## config.mk

```make
export PLATFORM = sky130hd
export DESIGN_NAME = elite_7seg_decoder
export DESIGN_NICKNAME = d
export VERILOG_FILES = /design/src/rtl/elite_7seg_pkg.sv /design/src/rtl/elite_7seg_digit_dec.sv /design/src/rtl/elite_7seg_decoder.sv
export SDC_FILE = /design/constraint.sdc
export NUM_CORES = 1
export LEC_CHECK = 0
export ABC_CLOCK_PERIOD_IN_PS = 5100
export BUFFER_PORTS_ARGS = -buffer_cell sky130_fd_sc_hd__clkbuf_2
export CELL_PAD_IN_SITES_DETAIL_PLACEMENT = 0
export CELL_PAD_IN_SITES_GLOBAL_PLACEMENT = 1
export CORE_UTILIZATION = 49
export DETAILED_ROUTE_END_ITERATION = 6
export GPL_TIMING_DRIVEN = 0
export HOLD_SLACK_MARGIN = 0.15
export PLACE_DENSITY_LB_ADDON = 0.1
export SLEW_MARGIN = 20
export SYNTH_ARGS = -nofsm -noshare
export SYNTH_HDL_FRONTEND = slang
export SYNTH_SLANG_ARGS = --single-unit
```

## constraint.sdc

```tcl
create_clock -name CLOCK_50 -period 5.1 [get_ports CLOCK_50]
set_input_delay 1.02 -clock CLOCK_50 [delete_from_list [all_inputs] [get_ports CLOCK_50]]
set_output_delay 1.02 -clock CLOCK_50 [all_outputs]
set_load 0.005 [all_outputs]
```

## src/rtl/elite_7seg_pkg.sv

```systemverilog
// Glyph table and FSM encoding for the six-digit 7-segment snapshot decoder.
// Shared with the display driver, so the pattern constants must stay active-low gfedcba.
package elite_7seg_pkg;

    localparam int NUM_DIGITS = 6;

    localparam logic [6:0] GLYPH_0 = 7'h40;
    localparam logic [6:0] GLYPH_1 = 7'h79;
    localparam logic [6:0] GLYPH_2 = 7'h24;
    localparam logic [6:0] GLYPH_3 = 7'h30;
    localparam logic [6:0] GLYPH_4 = 7'h19;
    localparam logic [6:0] GLYPH_5 = 7'h12;
    localparam logic [6:0] GLYPH_6 = 7'h02;
    localparam logic [6:0] GLYPH_7 = 7'h78;
    localparam logic [6:0] GLYPH_8 = 7'h00;
    localparam logic [6:0] GLYPH_9 = 7'h10;
    localparam logic [6:0] GLYPH_A = 7'h08;
    localparam logic [6:0] GLYPH_B = 7'h03;
    localparam logic [6:0] GLYPH_C = 7'h46;
    localparam logic [6:0] GLYPH_D = 7'h21;
    localparam logic [6:0] GLYPH_E = 7'h06;
    localparam logic [6:0] GLYPH_F = 7'h0E;

    localparam logic [6:0] SEG_BLANK = 7'h7F;

    localparam logic [1:0] ST_IDLE    = 2'd0;
    localparam logic [1:0] ST_SCAN    = 2'd1;
    localparam logic [1:0] ST_PUBLISH = 2'd2;

endpackage

```

## src/rtl/elite_7seg_digit_dec.sv

```systemverilog
// Combinational single-digit decoder: active-low segment pattern to hex nibble.
// Unknown glyphs decode to 0 with valid low; all-off is flagged as blank.
module elite_7seg_digit_dec
    import elite_7seg_pkg::*;
(
    input  logic [6:0] seg_i,
    output logic [3:0] nibble_o,
    output logic       valid_o,
    output logic       blank_o
);

    always_comb begin
        nibble_o = 4'h0;
        valid_o  = 1'b1;
        blank_o  = 1'b0;
        unique case (seg_i)
            GLYPH_0: nibble_o = 4'h0;
            GLYPH_1: nibble_o = 4'h1;
            GLYPH_2: nibble_o = 4'h2;
            GLYPH_3: nibble_o = 4'h3;
            GLYPH_4: nibble_o = 4'h4;
            GLYPH_5: nibble_o = 4'h5;
            GLYPH_6: nibble_o = 4'h6;
            GLYPH_7: nibble_o = 4'h7;
            GLYPH_8: nibble_o = 4'h8;
            GLYPH_9: nibble_o = 4'h9;
            GLYPH_A: nibble_o = 4'hA;
            GLYPH_B: nibble_o = 4'hB;
            GLYPH_C: nibble_o = 4'hC;
            GLYPH_D: nibble_o = 4'hD;
            GLYPH_E: nibble_o = 4'hE;
            GLYPH_F: nibble_o = 4'hF;
            SEG_BLANK: begin
                valid_o = 1'b0;
                blank_o = 1'b1;
            end
            default: valid_o = 1'b0;
        endcase
    end

endmodule

```

## src/rtl/elite_7seg_decoder.sv

```systemverilog
// Debounced six-digit 7-segment snapshot decoder: waits for a stable input
// pattern, scans it one digit per cycle and publishes only real changes.
module elite_7seg_decoder
    import elite_7seg_pkg::*;
#(
    parameter int STABLE_CYCLES = 16
) (
    input  logic        CLOCK_50,
    input  logic        Reset_7Seg,
    input  logic [6:0]  Seg_In_0,
    input  logic [6:0]  Seg_In_1,
    input  logic [6:0]  Seg_In_2,
    input  logic [6:0]  Seg_In_3,
    input  logic [6:0]  Seg_In_4,
    input  logic [6:0]  Seg_In_5,
    output logic [23:0] Dec_Word,
    output logic [5:0]  Dec_Valid_Mask,
    output logic [5:0]  Dec_Blank_Mask,
    output logic        Dec_Update
);

    localparam logic [7:0] CNT_MAX  = 8'(STABLE_CYCLES);
    localparam logic [7:0] CNT_LAST = 8'(STABLE_CYCLES - 1);

    logic [41:0] seg_in;
    logic [41:0] prev_q, prev_d;
    logic [41:0] cap_q, cap_d;
    logic [7:0]  cnt_q, cnt_d;
    logic        pend_q, pend_d;
    logic [1:0]  state_q, state_d;
    logic [2:0]  idx_q, idx_d;
    logic [23:0] sh_word_q, sh_word_d;
    logic [5:0]  sh_valid_q, sh_valid_d;
    logic [5:0]  sh_blank_q, sh_blank_d;
    logic [23:0] word_q, word_d;
    logic [5:0]  valid_q, valid_d;
    logic [5:0]  blank_q, blank_d;
    logic        upd_q, upd_d;
    logic        same;
    logic        cap_evt;
    logic [6:0]  dig_seg;
    logic [3:0]  dig_nib;
    logic        dig_valid;
    logic        dig_blank;

    assign seg_in  = {Seg_In_5, Seg_In_4, Seg_In_3,
                      Seg_In_2, Seg_In_1, Seg_In_0};
    assign same    = (seg_in == prev_q);
    assign cap_evt = same && (cnt_q == CNT_LAST);

    always_comb begin
        unique case (idx_q)
            3'd0:    dig_seg = cap_q[6:0];
            3'd1:    dig_seg = cap_q[13:7];
            3'd2:    dig_seg = cap_q[20:14];
            3'd3:    dig_seg = cap_q[27:21];
            3'd4:    dig_seg = cap_q[34:28];
            default: dig_seg = cap_q[41:35];
        endcase
    end

    elite_7seg_digit_dec u_dec (
        .seg_i    (dig_seg),
        .nibble_o (dig_nib),
        .valid_o  (dig_valid),
        .blank_o  (dig_blank)
    );

    always_comb begin
        prev_d     = seg_in;
        cap_d      = cap_q;
        cnt_d      = cnt_q;
        pend_d     = pend_q;
        state_d    = state_q;
        idx_d      = idx_q;
        sh_word_d  = sh_word_q;
        sh_valid_d = sh_valid_q;
        sh_blank_d = sh_blank_q;
        word_d     = word_q;
        valid_d    = valid_q;
        blank_d    = blank_q;
        upd_d      = 1'b0;

        if (same) begin
            if (cnt_q != CNT_MAX) cnt_d = cnt_q + 8'd1;
        end else begin
            cnt_d  = 8'd0;
            pend_d = 1'b0;
        end

        unique case (state_q)
            ST_IDLE: begin
                if (cap_evt || pend_q) begin
                    cap_d   = prev_q;
                    pend_d  = 1'b0;
                    idx_d   = 3'd0;
                    state_d = ST_SCAN;
                end
            end
            ST_SCAN: begin
                sh_word_d[{idx_q, 2'b00} +: 4] = dig_nib;
                sh_valid_d[idx_q] = dig_valid;
                sh_blank_d[idx_q] = dig_blank;
                if (idx_q == 3'd5) begin
                    idx_d   = 3'd0;
                    state_d = ST_PUBLISH;
                end else begin
                    idx_d = idx_q + 3'd1;
                end
            end
            ST_PUBLISH: begin
                if ({sh_word_q, sh_valid_q, sh_blank_q}
                    != {word_q, valid_q, blank_q}) begin
                    word_d  = sh_word_q;
                    valid_d = sh_valid_q;
                    blank_d = sh_blank_q;
                    upd_d   = 1'b1;
                end
                state_d = ST_IDLE;
            end
            default: state_d = ST_IDLE;
        endcase

        // A snapshot that stabilises mid-scan is remembered, not dropped
        if (cap_evt && state_q != ST_IDLE) pend_d = 1'b1;
    end

    always_ff @(posedge CLOCK_50) begin
        if (Reset_7Seg) begin
            prev_q     <= '1;
            cap_q      <= '0;
            cnt_q      <= '0;
            pend_q     <= 1'b0;
            state_q    <= ST_IDLE;
            idx_q      <= '0;
            sh_word_q  <= '0;
            sh_valid_q <= '0;
            sh_blank_q <= '0;
            word_q     <= '0;
            valid_q    <= '0;
            blank_q    <= '0;
            upd_q      <= 1'b0;
        end else begin
            prev_q     <= prev_d;
            cap_q      <= cap_d;
            cnt_q      <= cnt_d;
            pend_q     <= pend_d;
            state_q    <= state_d;
            idx_q      <= idx_d;
            sh_word_q  <= sh_word_d;
            sh_valid_q <= sh_valid_d;
            sh_blank_q <= sh_blank_d;
            word_q     <= word_d;
            valid_q    <= valid_d;
            blank_q    <= blank_d;
            upd_q      <= upd_d;
        end
    end

    assign Dec_Word       = word_q;
    assign Dec_Valid_Mask = valid_q;
    assign Dec_Blank_Mask = blank_q;
    assign Dec_Update     = upd_q;

endmodule

```

Yosys cells after proc, flatten, opt, wreduce, memory -nomap -nowiden
Index checks and enable logic that the tools add are counted.
- add/sub/neg operators: 3
- $mul: 0
- div/mod/pow operators: 0
- magnitude comparators: 2
- equal/unequal tests: 29
- shift operators: 2
- mux-type cells: 20
- bitwise operators: 2
- reduce and logical (&&, ||, !) cells: 16
- operators with widths (kind ; number):
    one-hot mux 4 bit (15 select lines) ; 1
    equality test 42 bit ; 1
    != test 36 bit ; 1
    equality test 7 bit (second input constant) ; 5
    one-hot mux 7 bit (5 select lines) ; 1
    bitwise mux 24 bit ; 1
    variable shift 4 x 7 -> 24 bit (first input constant) ; 1
    indexed part select 4 x 7 -> 24 bit ; 1
    equality test 7 x 5 -> 1 bit (second input constant) ; 3
    equality test 7 x 6 -> 1 bit (second input constant) ; 3
    OR reduction 16 bit ; 1
    equality test 7 x 2 -> 1 bit (second input constant) ; 2
    equality test 7 x 4 -> 1 bit (second input constant) ; 2
    bitwise mux 6 bit ; 2
    adder 8 x 1 -> 8 bit (second input constant) ; 1
    equality test 8 x 4 -> 1 bit (second input constant) ; 1
    two-way mux 1 bit ; 8
    != test 8 x 5 -> 1 bit (second input constant) ; 1
    AND reduction 2 bit ; 4
    equality test 7 x 3 -> 1 bit (second input constant) ; 1
    logical NOT 7 bit ; 1
    negator 5 -> 7 bit ; 1
    equality test 3 x 2 -> 1 bit (second input constant) ; 2
    equality test 3 bit (second input constant) ; 2
    19 further kinds ; 27
- register bits: 171
- latch bits: 0
- RAM bits: 0
- ROM bits: 0
- input port bits: 44
- output and inout port bits: 37
- word-level logic and storage cells: 87
- memories kept: 0

Logic depth before layout (Yosys ltp)
Gate-level depths: netlist of the first run.
- depth after elaboration: 6
- mapped depth: 14

Hierarchy
From an unflattened synthesis of the first run, not the netlist that was laid out.
- cells, all modules: 812
- area total of the unflattened synthesis: 7669.9 um^2
- modules (own cells, without submodules) (module ; instances ; cells each ; area an instance (um^2) ; seq. area each (um^2)):
    elite_7seg_decoder ; 1 ; 753 ; 7288.2 ; 3423.3
    elite_7seg_digit_dec ; 1 ; 59 ; 381.6 ; 0.0

Worst setup path before layout of the first run
No wires, ideal clock.
- path type: register -> register
- start: reg idx_q[2]
- end: reg sh_valid_q[0]
- data arrival time: 2937 ps
- data required time: 4958 ps
- path slack: 2021 ps
- cell stages (with the launch flop): 13
- period minus slack after synthesis: 3079 ps
- path through: dfxtp_1 > clkbuf_1 > inv_1 > ha_1 > buf_2 > a222oi_1 > o21ai_1 > mux2i_1 > nor3_1 > o2bb2ai_1 > a31o_1 > nor4_4 > a211oi_1
- word-level cells in the longest chain between the ends: 6
- elaborated cells on any way between the ends: 30
- classes of those cells: order compare (2); eq/ne (19); mux (5); reduce/logical (4)
- RTL lines (what ; RTL line ; source):
    start, declared ; elite_7seg_decoder.sv:31 ; logic [2:0] idx_q, idx_d;
    start signal, assigned ; elite_7seg_decoder.sv:149 ; idx_q <= idx_d;
    equality test 3 bit (tied with other cells) ; elite_7seg_decoder.sv:52 ; unique case (idx_q)
    one-hot mux 7 bit (5 select lines) ; elite_7seg_decoder.sv:52 ;
    equality test 7 bit (tied with other cells) ; elite_7seg_digit_dec.sv:16 ; unique case (seg_i)
    OR reduction 16 bit (no source line) ; - ;
    two-way mux 1 bit ; elite_7seg_digit_dec.sv:16 ;
    bitwise mux 6 bit * ; elite_7seg_decoder.sv:102 ; sh_valid_d[idx_q] = dig_valid;
    end signal, assigned ; elite_7seg_decoder.sv:151 ; sh_valid_q <= sh_valid_d;
    end, declared ; elite_7seg_decoder.sv:33 ; logic [5:0] sh_valid_q, sh_valid_d;
Mark *: on every way between the ends. The rest lies on a longest branch, timed or not.
A chain may end at the register's enable or synchronous reset.

Final worst setup path of the first run
- start: reg idx_q[2]
- end: reg sh_word_q[1]
- word-level cells in the longest chain between the ends: 6
- elaborated cells on any way between the ends: 26
- classes of those cells: add/sub (1); eq/ne (18); shift (2); mux (3); reduce/logical (2)
- RTL lines (what ; RTL line ; source):
    equality test 3 bit (tied with other cells) ; elite_7seg_decoder.sv:52 ;
    one-hot mux 7 bit (5 select lines) ; elite_7seg_decoder.sv:52 ;
    equality test 7 x 4 -> 1 bit (tied with other cells) ; elite_7seg_digit_dec.sv:16 ;
    one-hot mux 4 bit (15 select lines) ; elite_7seg_digit_dec.sv:16 ;
    indexed part select 4 x 7 -> 24 bit ; elite_7seg_decoder.sv:101 ; sh_word_d[{idx_q, 2'b00} +: 4] = dig_nib;
    bitwise mux 24 bit * ; elite_7seg_decoder.sv:101 ;
    end signal, assigned ; elite_7seg_decoder.sv:150 ; sh_word_q <= sh_word_d;
    end, declared ; elite_7seg_decoder.sv:32 ; logic [23:0] sh_word_q, sh_word_d;
Marked as above.

==> results.env, run 1 <==
POWER.DENSITY_mW_PER_MM2=322
POSTLAYOUTCOREUTIL_PCT=58.9
CRITPATHMOSTFREQUENTCELL='nor3_1'
ARRIVAL_PS=4590
SHARE_OF_POWER_BURNED_IN_COMBINATIONAL_LOGIC_PCT=3.7
RUN_STATUS='finished, final reports clean'
LAYOUT-DRIVE-GT1-SHARE_PCT=20.7
HPWL_DP_UM=14600
FIRST_ITER_VIOLATIONS=419
WL_UM=19300
IO_BUFFERS=79
CLOCK_SINK_COUNT=171
SYNTH-WARNING-COUNT=0
TOTAL_SWITCHING_POWER_W=0.000635
SYNTHESIS.INSTANCES=765
INTERNAL-POWER_W=0.00213
DETAILROUTE.VIA_COUNT=5768
TIMING.FINAL.SETUP_VIOLATIONS=0
NNETSFINAL=916
POWER.CLOCK.FRACTION_PCT=46.8
SWITCHING_SHARE_PCT=23.0
CRITICAL-PATH-SLOWEST-CELL='a2111oi_2'
YS_DOMINANT_REG_CELL='dfxtp_1'
POSTSYNTHREGISTERBITS=171
WORST-SETUP-PATH-TYPE='reg -> reg'
DESIGN.CORE.AREA_MM2=0.0146
FINAL_PERIOD_MINUS_WORST_SETUP_SLACK_PS=4320
I_O_PIN_TOTAL=81
SYN_AREA_MM2=0.00738
CTSROOTBUFFERMASTER='clkbuf_16'
TRITONCTS='built'
SYNTH_EDF_COUNT=0
HOLD_PATH_CLASS='reg -> reg'
AVGROUTEDWIREPERCELL_UM=18.2
DIE_AREA_MM2=0.0156
SYNTH.DISTINCT_CELLS=51
MAX_FREQ_GHz=0.232
LEADING_POST_SYNTHESIS_CELLS_BY_CELL_AREA='dfxtp_1 46%, mux2i_1 12%, nor2_1 6.5%'
CP.REQUIRED_PS=5370
SLOWEST_DELAY_PS=850
CTS_INSERTED_BUFFERS=17
DIEWIDTH_UM=125
DRTANTENNAVIOLNETS=0
CRITPATHLAUNCHTYPE='flip-flop'
WIRE_LENGTH_OF_THE_FIRST_GLOBAL_ROUTING_PASS_UM=30500
PLACEMENTROWS=44
CLOCK_LATENCY_PS=440
POSTCTSSETUPREPAIRBUFS=0
TOTAL_ITERATIONS_OF_THE_FIRST_DETAILED_ROUTING_RUN=6
POWER.STATIC_LEAKAGE_nW=3.31
WORST_R2R_SRC='idx_q[2]$_SDFFE_PP0P_'
CRIT_PATH_END_KIND='flip-flop'
SYNTH_TOP_AREA_CELL='dfxtp_1'
REMAINING_DRC_ERRORS=0
FP.DIEH_UM=125
GP_CONGESTION=0.809
TIMING.SETUP.TNS_PS=0
CRITICAL_PATH.STARTPOINT='idx_q[2]$_SDFFE_PP0P_'
CRITICAL_PATH_PEAK_FANOUT=10
CTS_MAX_PATH_BUFFERS=2
ASYNC_RESET_FF_SHARE_PCT=0
TIGHTESTPINTRANSITION_PS=992
CTS_HOLD_BUF=0
HOLDCRITSTARTPOINT='sh_word_q[9]$_SDFFE_PP0P_'
DIODES=0
FLOW.AREA_GROWTH_FROM_SYNTHESIS_PCT=16.5
CTS_REPAIR_RESIZE_COUNT=0
INITIAL_CORE_UTIL_PCT=50.6
GRT_OVERFLOW=0
SYNTHESIS.NETS=818
CLK_PIN_SLEW_PS=70
MAXIMUM_NUMBER_OF_PINS_ON_ONE_NET_BEFORE_GLOBAL_ROUTE_REPAIR=17
SLEW_VIOLATIONS=0
TRACK_USAGE_PCT=25.5
HOLD_VIOL=0
CAP_VIOLATIONS=0
FIN_CRIT_SHARE_PCT=84.7
SYNTH_SEQ_AREA_SHARE_PCT=46.4
NUMBER_OF_GLOBAL_ROUTE_VIAS_BEFORE_REPAIR=5665
HTREE_LEVELS=4
POSTSYNTHAREAPERCELL_UM2=9.64
MAXSLEWHEADROOM_PCT=33.7
LIST_OF_CELLS_TRAVERSED_BY_THE_CRITICAL_PATH='clkbuf_1 -> inv_1 -> ha_1 -> buf_2 -> a222oi_1 -> o21ai_0 -> mux2i_1 -> nor3_1 -> a21oi_1 -> nor3_1 -> a2111oi_2 -> a211oi_1'
RSZ_0062_RAISED_AFTER_GLOBAL_ROUTING='no'
SKEW_PS=9.18
ANTENNA_VIOLATIONS_BEFORE_REPAIR=0
VDD_DROP_MAX_V=0.000245
RATIO_OF_ROUTED_VIAS_TO_STANDARD_CELLS=5.44
SEQ_POWER_SHARE_PCT=49.5
SYNTH.TOP_CELL.AREA_SHARE_PCT=46.4
logic make-up (layout without fill, tap and decap cells):
family / after synthesis / count (layout) / share of synthesized area, %
AOI/OAI and AO/OA: 77 / 77 / 7.17
xor gates and xnor gates: 86 / 86 / 10.2
adders and majority gates: 9 / 9 / 1.53
buffers and inverters: 43 / 154 / 2.48
DFF: 171 / 171 / 46.4
muxes: 98 / 98 / 13.7
and+or+nand+nor: 281 / 281 / 18.5
metrics by stage:
stage / hold slack (ps) / power, W / setup slack, ps / area [µm²] / instances
6_report: 492 / 0.00276 / 781 / 8590 / 1060
5_1_grt: 518 / 0.00285 / 573 / 8590 / 1060
4_1_cts: 496 / 0.00278 / 955 / 8590 / 1060
3_5_place_dp: 484 / 0.00150 / 972 / 8000 / 1028
3_3_place_gp: 471 / 0.00150 / 982 / 8000 / 1028
2_1_floorplan: 452 / 0.00145 / 2020 / 7380 / 765
final timing paths:
| check | to | slack, ps | cells after the start |
|---|---|---|---|
| worst max register to register | sh_word_q[1]$_SDFFE_PP0P_ | 780 | 12 |
| worst min-delay path | sh_word_q[9]$_SDFFE_PP0P_ | 490 | 2 |
| worst min register to register | sh_word_q[9]$_SDFFE_PP0P_ | 490 | 2 |
| worst max-delay path | sh_word_q[1]$_SDFFE_PP0P_ | 780 | 12 |
synthesized netlist by cell type (4+ instances only):
cell        n
dfxtp_1   171
nor2_1    128
mux2i_1    89
xnor2_1    45
or2_2      42
xor2_1     41
nand2_1    29
clkbuf_1   22
nand4_1    20
nor4_1     19
o21ai_0    17
nor3_1     15
a211oi_1   14
a21oi_1    10
buf_2      10
ha_1        9
nand3_1     9
o21ai_1     8
a222oi_1    7
a22oi_1     7
inv_1       6
mux2_2      4
nand2b_1    4
cell usage in the layout (no fill, tap or decap), drive strengths merged, types with 2 or more instances in the layout:
cell type  count
a211oi        14
a21oi         10
a222oi         7
a22oi          7
a31o           2
a31oi          2
buf           14
bufinv         2
clkbuf       119
clkinv         4
clkinvlp       5
dfxtp        171
ha             9
inv           10
mux2           7
mux2i         91
nand2         29
nand2b         4
nand3         10
nand4         20
nor2         128
nor2b          3
nor3          16
nor3b          2
nor4          20
o21a           2
o21ai         26
or2           42
or3            2
xnor2         45
xor2          41
final cells by class:
| class | count | area [µm²] |
|---|---|---|
| Sequential cell | 171 | 3420 |
| Fill cell | 1321 | 6000 |
| Clock inverter | 15 | 163 |
| Buffer | 37 | 160 |
| Inverter | 6 | 22.5 |
| Tap cell | 184 | 230 |
| Multi-Input combinational cell | 551 | 3770 |
| Timing Repair Buffer | 79 | 395 |
| Clock buffer | 17 | 425 |
critical path: cells and delay by family (launching register included):
| family | cells | cell delay (ps) |
|---|---|---|
| multiplexers | 1 | 570 |
| buffers and inverters | 3 | 840 |
| flip-flops | 1 | 490 |
| AO/OA/AOI/OAI | 5 | 1760 |
| AND/OR/NAND/NOR | 2 | 210 |
| adder cells (fa/ha/maj) | 1 | 270 |
flip-flops by register name, summed over array words and instances (netlist names):
name            flops
cap_q              42
prev_q             42
Dec_Word           24
sh_word_q          24
cnt_q               8
Dec_Blank_Mask      6
Dec_Valid_Mask      6
sh_blank_q          6
sh_valid_q          6
idx_q               3
state_q             2
Dec_Update          1
pend_q              1
metal layers:
| layer | global-route usage (%) | wire (µm) |
|---|---|---|
| met3 | 5.37 | 731 |
| met4 | 9.36 | 539 |
| met2 | 43.1 | 9300 |
| met5 | 0 | 0 |
| met1 | 31.7 | 8750 |
power by group through the flow:
stage                     Clock (W)  Combinational [W]  Sequential, W
final                       0.00129           0.000101        0.00137
after global placement            0          0.0000996        0.00140
after global routing        0.00137           0.000112        0.00137
after floorplan                   0          0.0000592        0.00139
after CTS                   0.00131           0.000102        0.00137
after detailed placement          0           0.000102        0.00140
Power figures use the tool's default switching activity.
==> run 2: changes to the inputs <==
--- a/config.mk
+++ b/config.mk
@@ -5,11 +5,11 @@
 export SDC_FILE = /design/constraint.sdc
 export NUM_CORES = 1
 export LEC_CHECK = 0
-export ABC_CLOCK_PERIOD_IN_PS = 5100
+export ABC_CLOCK_PERIOD_IN_PS = 3600
 export BUFFER_PORTS_ARGS = -buffer_cell sky130_fd_sc_hd__clkbuf_2
 export CELL_PAD_IN_SITES_DETAIL_PLACEMENT = 0
 export CELL_PAD_IN_SITES_GLOBAL_PLACEMENT = 1
-export CORE_UTILIZATION = 49
+export CORE_UTILIZATION = 41
 export DETAILED_ROUTE_END_ITERATION = 6
 export GPL_TIMING_DRIVEN = 0
 export HOLD_SLACK_MARGIN = 0.15
==> constraint.sdc (replaced) <==
create_clock -name CLOCK_50 -period 3.6 [get_ports CLOCK_50]
set_input_delay 0.72 -clock CLOCK_50 [delete_from_list [all_inputs] [get_ports CLOCK_50]]
set_output_delay 0.72 -clock CLOCK_50 [all_outputs]
set_load 0.005 [all_outputs]
==> run 2 against run 1 <==
  * Final area grew 3.5%
  * Final cell count rose by 5.1%
  * Clock-buffer cell count increased by 1
  * Sequential cell count is the same
  * Fmax up 27%
  * Non-clock buffer count increased by 13
  * Clock skew rose by 6.0 ps
  * Combinational power is 46% higher
  * Worst hold slack worse by 1.4 ps
  * Sequential share of layout area is 1.3 points lower
  * Wire length about the same
==> results.env, run 2 (synthesis results as in run 1) <==
RUN_STATUS='finished, final reports clean'
WORST-SETUP-PATH-TYPE='reg -> reg'
HOLD_VIOL=0  # unchanged
POWER.DENSITY_mW_PER_MM2=444  # +38%
TOTAL_ITERATIONS_OF_THE_FIRST_DETAILED_ROUTING_RUN=6  # unchanged
CTS_HOLD_BUF=0  # unchanged
ANTENNA_VIOLATIONS_BEFORE_REPAIR=0  # unchanged
CTSROOTBUFFERMASTER='clkbuf_16'
SEQ_POWER_SHARE_PCT=49.1  # -0.4 points
TOTAL_SWITCHING_POWER_W=0.000907  # +43%
ARRIVAL_PS=3700  # -890 ps
TRACK_USAGE_PCT=22.1  # -3.3 points
INTERNAL-POWER_W=0.00304  # +43%
PLACE_INST=1069  # +4.0%
DIODES=0  # unchanged
TIGHTESTPINTRANSITION_PS=839  # -153 ps
SWITCHING_SHARE_PCT=23.0  # about the same
FIN_CRIT_SHARE_PCT=94.8  # +10 points
CTS_MAX_PATH_BUFFERS=2  # unchanged
FINAL-INSTANCE-COUNT-EXCL-FILL=1114  # +5.1%
FIRST_ITER_VIOLATIONS=326  # -22%
GP_CONGESTION=0.817  # +0.90%
REGISTERS_WITH_THE_MOST_FLIP_FLOPS='cap_q: 42 flops, prev_q: 42 flops'
CLOCK_SINK_COUNT=171  # unchanged
SHARE_OF_POWER_BURNED_IN_COMBINATIONAL_LOGIC_PCT=3.7  # about the same
MAXIMUM_NUMBER_OF_PINS_ON_ONE_NET_BEFORE_GLOBAL_ROUTE_REPAIR=17  # unchanged
NUMBER_OF_GLOBAL_ROUTE_VIAS_BEFORE_REPAIR=5520  # -2.6%
TIMING.SETUP.TNS_PS=0  # unchanged
IO_BUFFERS=79  # unchanged
TRITONCTS='built'
LAYOUT-DRIVE-GT1-SHARE_PCT=24.0  # +3.3 points
RATIO_OF_ROUTED_VIAS_TO_STANDARD_CELLS=5.15  # -5.4%
CRIT_PATH_END_KIND='flip-flop'
CTS_INSERTED_BUFFERS=17  # unchanged
MOST-COMMON-LAYOUT-CELLS='168 x dfxtp_1, 127 x nor2_1, 85 x mux2i_1, 80 x clkbuf_2, 45 x xnor2_1'
POWER.STATIC_LEAKAGE_nW=3.40  # +2.6%
DETAILROUTE.VIA_COUNT=5737  # -0.54%
CRITICAL_PATH.STARTPOINT='idx_q[0]$_SDFFE_PP0P_'
FLOW.AREA_GROWTH_FROM_SYNTHESIS_PCT=20.5
REMAINING_DRC_ERRORS=0  # unchanged
DIE_AREA_MM2=0.0185  # +19%
SLEW_VIOLATIONS=0  # unchanged
SKEW_PS=15.2  # +5.99 ps
CAP_VIOLATIONS=0  # unchanged
HPWL_DP_UM=14300  # -1.5%
GRT_OVERFLOW=0  # unchanged
HTREE_LEVELS=4  # unchanged
CLOCK_LATENCY_PS=440  # about the same
FINAL.SETUP.WORST_SLACK_PS=187  # -594 ps
MAXSLEWHEADROOM_PCT=44.1  # +10 points
FINAL_AREA_MM2=0.00889  # +3.5%
DRTANTENNAVIOLNETS=0  # unchanged
I_O_PIN_TOTAL=81  # unchanged
WL_UM=19300  # about the same
HOLD_PATH_CLASS='reg -> reg'
WORST_R2R_SRC='idx_q[0]$_SDFFE_PP0P_'
CP.REQUIRED_PS=3890  # -1480 ps
CRITICAL_PATH_PEAK_FANOUT=10  # unchanged
FP.DIEH_UM=136  # +9.2%
WIRE_LENGTH_OF_THE_FIRST_GLOBAL_ROUTING_PASS_UM=30600  # about the same
INITIAL_CORE_UTIL_PCT=42.4  # -8.2 points
VDD_DROP_MAX_V=0.000316  # +29%
POWER.CLOCK.FRACTION_PCT=47.2  # +0.4 points
PLACEMENT.SETUP.WORST_SLACK_PS=-737  # -1710 ps
TIMING.FINAL.SETUP_VIOLATIONS=0  # unchanged
CLK_PIN_SLEW_PS=70  # about the same
RSZ_0062_RAISED_AFTER_GLOBAL_ROUTING='yes'
DESIGN.CORE.AREA_MM2=0.0174  # +19%
CRITPATHLAUNCHTYPE='flip-flop'
DIEWIDTH_UM=136  # +9.2%
PLACEMENTROWS=48  # +9.1%
PLACED_CELL_AREA_MM2=0.00805  # +0.64%
HOLDCRITSTARTPOINT='sh_word_q[13]$_SDFFE_PP0P_'
AVGROUTEDWIREPERCELL_UM=17.3  # -4.9%
FINAL_PERIOD_MINUS_WORST_SETUP_SLACK_PS=3410  # -906 ps
NNETSFINAL=929  # +1.4%
MAX_FREQ_GHz=0.293  # +27%
MOSTFREQUENTLAYOUTCELL='dfxtp_1'
-- run 2: worst paths after layout --
check,slack [ps],cells past startpoint,endpoint
worst min register to register,490,2,sh_word_q[13]$_SDFFE_PP0P_
worst min-delay path,490,2,sh_word_q[13]$_SDFFE_PP0P_
worst max-delay path,190,13,sh_word_q[11]$_SDFFE_PP0P_
worst max register to register,190,13,sh_word_q[11]$_SDFFE_PP0P_
-- run 2: cell type report --
| cell class | instances | area [µm²] |
|---|---|---|
| Timing Repair Buffer | 93 | 500 |
| Fill cell | 1644 | 8530 |
| Tap cell | 225 | 282 |
| Sequential cell | 171 | 3430 |
| Clock buffer | 18 | 439 |
| Buffer | 36 | 169 |
| Clock inverter | 14 | 158 |
| Inverter | 6 | 26.3 |
| Multi-Input combinational cell | 551 | 3880 |
-- run 2: metrics by stage --
step	util, %	hold WS, ps	total power, W
after detailed placement	46.2	484	0.00213
final	51.0	490	0.00395
after floorplan	-	452	0.00206
after global placement	46.2	478	0.00213
after global routing	51.0	479	0.00409
after CTS	50.5	483	0.00399
-- run 2: what timing repair did --
| action | 4_1_cts | 5_1_grt |
|---|---|---|
| resized for setup | 22 | 14 |
| endpoints found under the setup margin | 36 | 30 |
| setup buffers | 5 | 9 |
| pin swaps | 4 | 1 |
-- run 2: metal layers --
| layer | vias to the layer above | track usage (%) | wire, µm |
|---|---|---|---|
| met1 | 2684 | 27.6 | 8620 |
| met3 | 33 | 4.36 | 768 |
| met4 | 0 | 8.46 | 494 |
| met5 | - | 0 | 0 |
| li1 | 2880 | - | - |
| met2 | 140 | 37.5 | 9430 |
-- run 2: power by group through the flow --
| stage | Sequential, W | Combinational [W] | Clock, W |
|---|---|---|---|
| finish | 0.00194 | 0.000147 | 0.00186 |
| global route | 0.00194 | 0.000162 | 0.00199 |
| CTS | 0.00194 | 0.000150 | 0.00190 |
| detailed placement | 0.00198 | 0.000149 | 0 |
| global placement | 0.00198 | 0.000146 | 0 |
| floorplan | 0.00197 | 0.0000839 | 0 |
-- run 2: critical path, stage by stage, from the launching register on --
cell	delay, ps
dfxtp_4	390
clkinvlp_4	120
ha_1	230
ha_1	220
buf_4	190
a222oi_1	560
o21ai_1	200
mux2i_1	210
buf_4	190
nor3_2	80
nand2_1	100
nand3_2	120
a31oi_2	450
o21ai_0	200
==> run 3: changes to the inputs <==
--- a/config.mk
+++ b/config.mk
@@ -5,11 +5,12 @@
 export SDC_FILE = /design/constraint.sdc
 export NUM_CORES = 1
 export LEC_CHECK = 0
+export ABC_AREA = 1
 export ABC_CLOCK_PERIOD_IN_PS = 3600
 export BUFFER_PORTS_ARGS = -buffer_cell sky130_fd_sc_hd__clkbuf_2
 export CELL_PAD_IN_SITES_DETAIL_PLACEMENT = 0
 export CELL_PAD_IN_SITES_GLOBAL_PLACEMENT = 1
-export CORE_UTILIZATION = 41
+export CORE_UTILIZATION = 39
 export DETAILED_ROUTE_END_ITERATION = 6
 export GPL_TIMING_DRIVEN = 0
 export HOLD_SLACK_MARGIN = 0.15
==> run 3 against run 2 <==
  * Clock power shrank 6%
  * Synthesized area grew 6.9%
  * Synthesized cell count is 38% higher
  * Final cell count is 28% higher
  * Via count rose by 20%
  * Wire length rose by 4.8%
  * Total power decreased by 3.1%
  * Core utilization fell by 4.3 points
  * Clock skew fell by 2.5 ps
==> results.env, run 3 <==
RSZ_0062_RAISED_AFTER_GLOBAL_ROUTING='no'
TIGHTESTPINTRANSITION_PS=983  # +144 ps
HTREE_LEVELS=4  # unchanged
FINAL_PERIOD_MINUS_WORST_SETUP_SLACK_PS=3150  # -263 ps
HPWL_DP_UM=15100  # +5.5%
SYNTH_SEQ_AREA_SHARE_PCT=43.4  # -3.0 points
MAXIMUM_NUMBER_OF_PINS_ON_ONE_NET_BEFORE_GLOBAL_ROUTE_REPAIR=17  # unchanged
LEADING_POST_SYNTHESIS_CELLS_BY_CELL_AREA='dfxtp_1 43%, nand2_1 8.1%, a21oi_1 7.7%'
POSTCTSSETUPREPAIRBUFS=0  # -5
CRITICAL_PATH_PEAK_FANOUT=11  # +1
TRITONCTS='built'
NUMBER_OF_GLOBAL_ROUTE_VIAS_BEFORE_REPAIR=6369  # +15%
WORST_R2R_SRC='idx_q[0]$_SDFFE_PP0P_'
WIRE_LENGTH_OF_THE_FIRST_GLOBAL_ROUTING_PASS_UM=32600  # +6.8%
DETAILROUTE.VIA_COUNT=6878  # +20%
WORST-SETUP-PATH-TYPE='reg -> reg'
DRTANTENNAVIOLNETS=0  # unchanged
DIE_AREA_MM2=0.0208  # +12%
INITIAL_CORE_UTIL_PCT=40.1  # -2.2 points
WL_UM=20200  # +4.8%
MAX_FREQ_GHz=0.317  # +8.3%
PLACE_INST=1399  # +31%
POSTLAYOUTCOREUTIL_PCT=46.7  # -4.3 points
GRT_OVERFLOW=0  # unchanged
DIEWIDTH_UM=144  # +5.9%
MOST-COMMON-LAYOUT-CELLS='171 x dfxtp_1, 170 x nand2_1, 121 x a21oi_1, 112 x inv_1, 98 x nand3_1'
FINAL-INSTANCE-COUNT-EXCL-FILL=1431  # +28%
SYNTHESIS.INSTANCES=1054  # +38%
CTS_REPAIR_RESIZE_COUNT=0  # -100%
PLACEMENT.SETUP.WORST_SLACK_PS=468  # +1210 ps
VDD_DROP_MAX_V=0.000292  # -7.6%
FIRST_ITER_VIOLATIONS=390  # +20%
CLOCK_SINK_COUNT=171  # unchanged
CTS_HOLD_BUF=0  # unchanged
SYNTH_EDF_COUNT=0  # unchanged
ARRIVAL_PS=3480  # -220 ps
MOSTFREQUENTLAYOUTCELL='dfxtp_1'
RATIO_OF_ROUTED_VIAS_TO_STANDARD_CELLS=4.81  # -6.7%
HOLD_VIOL=0  # unchanged
TRACK_USAGE_PCT=20.6  # -1.6 points
CRITPATHLAUNCHTYPE='flip-flop'
WORST_HOLD_PATH.NUM_CELLS=2  # unchanged
SYNTH_COMMONEST_CELLS='171 x dfxtp_1, 170 x nand2_1, 121 x a21oi_1'
FIN_CRIT_SHARE_PCT=87.5  # -7.3 points
CRITICAL_PATH.STARTPOINT='idx_q[0]$_SDFFE_PP0P_'
NUMBER_OF_CELLS_ON_THE_WORST_REG_TO_REG_PATH=21  # +8
DIODES=0  # unchanged
MAXSLEWHEADROOM_PCT=34.2  # -9.9 points
POSTSYNTHAREAPERCELL_UM2=7.48  # -22%
SYNTHESIS.NETS=1107  # +35%
NNETSFINAL=1206  # +30%
POWER.DENSITY_mW_PER_MM2=417  # -6.1%
FP.DIEH_UM=144  # +5.9%
ASYNC_RESET_FF_SHARE_PCT=0  # unchanged
SYN_AREA_MM2=0.00788  # +6.9%
CRIT_PATH_END_KIND='flip-flop'
POSTSYNTHREGISTERBITS=171  # unchanged
GP_CONGESTION=0.838  # +2.6%
CTSROOTBUFFERMASTER='clkbuf_16'
SYNTH_TOP_AREA_CELL='dfxtp_1'
IO_BUFFERS=80  # +1.3%
POST-SYNTH-TOP-COUNT-CELL='dfxtp_1'
PLACEMENTROWS=51  # +6.3%
FLOW.AREA_GROWTH_FROM_SYNTHESIS_PCT=16.4
SKEW_PS=12.7  # -2.52 ps
CAP_VIOLATIONS=0  # unchanged
CP.REQUIRED_PS=3930  # +40 ps
HOLD_PATH_CLASS='reg -> reg'
TIMING.SETUP.TNS_PS=0  # unchanged
CTS_INSERTED_BUFFERS=17  # unchanged
SYNTH.TOP_CELL.AREA_SHARE_PCT=43.4  # -3.0 points
YS_DOMINANT_REG_CELL='dfxtp_1'
HOLDCRITSTARTPOINT='cap_q[26]$_SDFFE_PP0P_'
SYNTH-WARNING-COUNT=0  # unchanged
TOTAL_ITERATIONS_OF_THE_FIRST_DETAILED_ROUTING_RUN=7  # +1
POWER.STATIC_LEAKAGE_nW=3.79  # +12%
I_O_PIN_TOTAL=81  # unchanged
FINAL.SETUP.WORST_SLACK_PS=450  # +263 ps
SYNTH.DISTINCT_CELLS=34  # -33%
LAYOUT-DRIVE-GT1-SHARE_PCT=18.9  # -5.1 points
RUN_STATUS='finished, final reports clean'
REGISTERS_WITH_THE_MOST_FLIP_FLOPS='cap_q: 42 flops, prev_q: 42 flops'
CTS_MAX_PATH_BUFFERS=2  # unchanged
AVGROUTEDWIREPERCELL_UM=14.1  # -18%
REMAINING_DRC_ERRORS=0  # unchanged
CLOCK_LATENCY_PS=430  # about the same
CLK_PIN_SLEW_PS=70  # about the same
DESIGN.CORE.AREA_MM2=0.0197  # +13%
ANTENNA_VIOLATIONS_BEFORE_REPAIR=0  # unchanged
SLEW_VIOLATIONS=0  # unchanged
TIMING.FINAL.SETUP_VIOLATIONS=0  # unchanged
## run 3: changes by cell type after synthesis, sizes merged, moves of 9 or more
cell    change
a211oi     -14
nor4       -15
nor2       -47
xor2       -25
nand3      +91
a21oi     +111
mux2i      -91
xnor2       -9
o21ai      +45
inv       +116
nand2     +159
## run 3: routing by layer
layer	share of wire (%)	vias up	GRT usage, %
li1	-	3614	-
met1	53	3125	30.0
met2	42	120	30.7
met3	3.2	19	4.01
met4	1.1	0	5.21
met5	0	-	0
## run 3: path summary, 6_finish.rpt
path,slack (ps),end
max,450,sh_valid_q[1]$_SDFFE_PP0P_
min,450,cap_q[26]$_SDFFE_PP0P_
max reg2reg,450,sh_valid_q[1]$_SDFFE_PP0P_
min reg2reg,450,cap_q[26]$_SDFFE_PP0P_
## run 3: cell type report
class,instances,area [µm²]
Tap cell,265,332
Sequential cell,171,3420
Buffer,43,201
Inverter,122,465
Fill cell,2100,10500
Clock inverter,12,90.1
Clock buffer,20,457
Multi-Input combinational cell,718,3810
Timing Repair Buffer,80,400
## run 3: logic make-up after synthesis
family          share of synthesized area [%]
simple gates                             28.6
buf+inv                                  8.46
xor+xnor                                 5.78
compound gates                           12.3
fa+ha+maj                                1.43
flops                                    43.4
## run 3: report_power, final
group / internal [W] / total, W / switching [W]
Sequential: 0.00192 / 0.00193 / 0.0000173
Combinational: 0.0000657 / 0.000152 / 0.0000859
Clock: 0.000927 / 0.00174 / 0.000813
## run 3: worst max-delay path, stage by stage, from the launching register on
cell and delay (ps):
dfxtp_1 440, buf_2 270, inv_2 140, ha_1 250, ha_1 200, buf_6 140
inv_6 100, nand2_4 70, nor2_8 140, nand2_2 80, nand2_1 140, nand2_2 90
inv_2 90, nor2_1 70, nand3_1 90, nand2_1 80, nor2_2 130, nand2_2 150
inv_2 140, nand2_2 80, o21ai_1 120, inv_1 40
## run 3: stage by stage
step,area [µm²],hold WS [ps],power (W)
CTS,9160,450,0.00387
global route,9180,463,0.00397
global placement,8620,437,0.00213
finish,9180,450,0.00383
detailed placement,8620,440,0.00213
floorplan,7880,424,0.00207
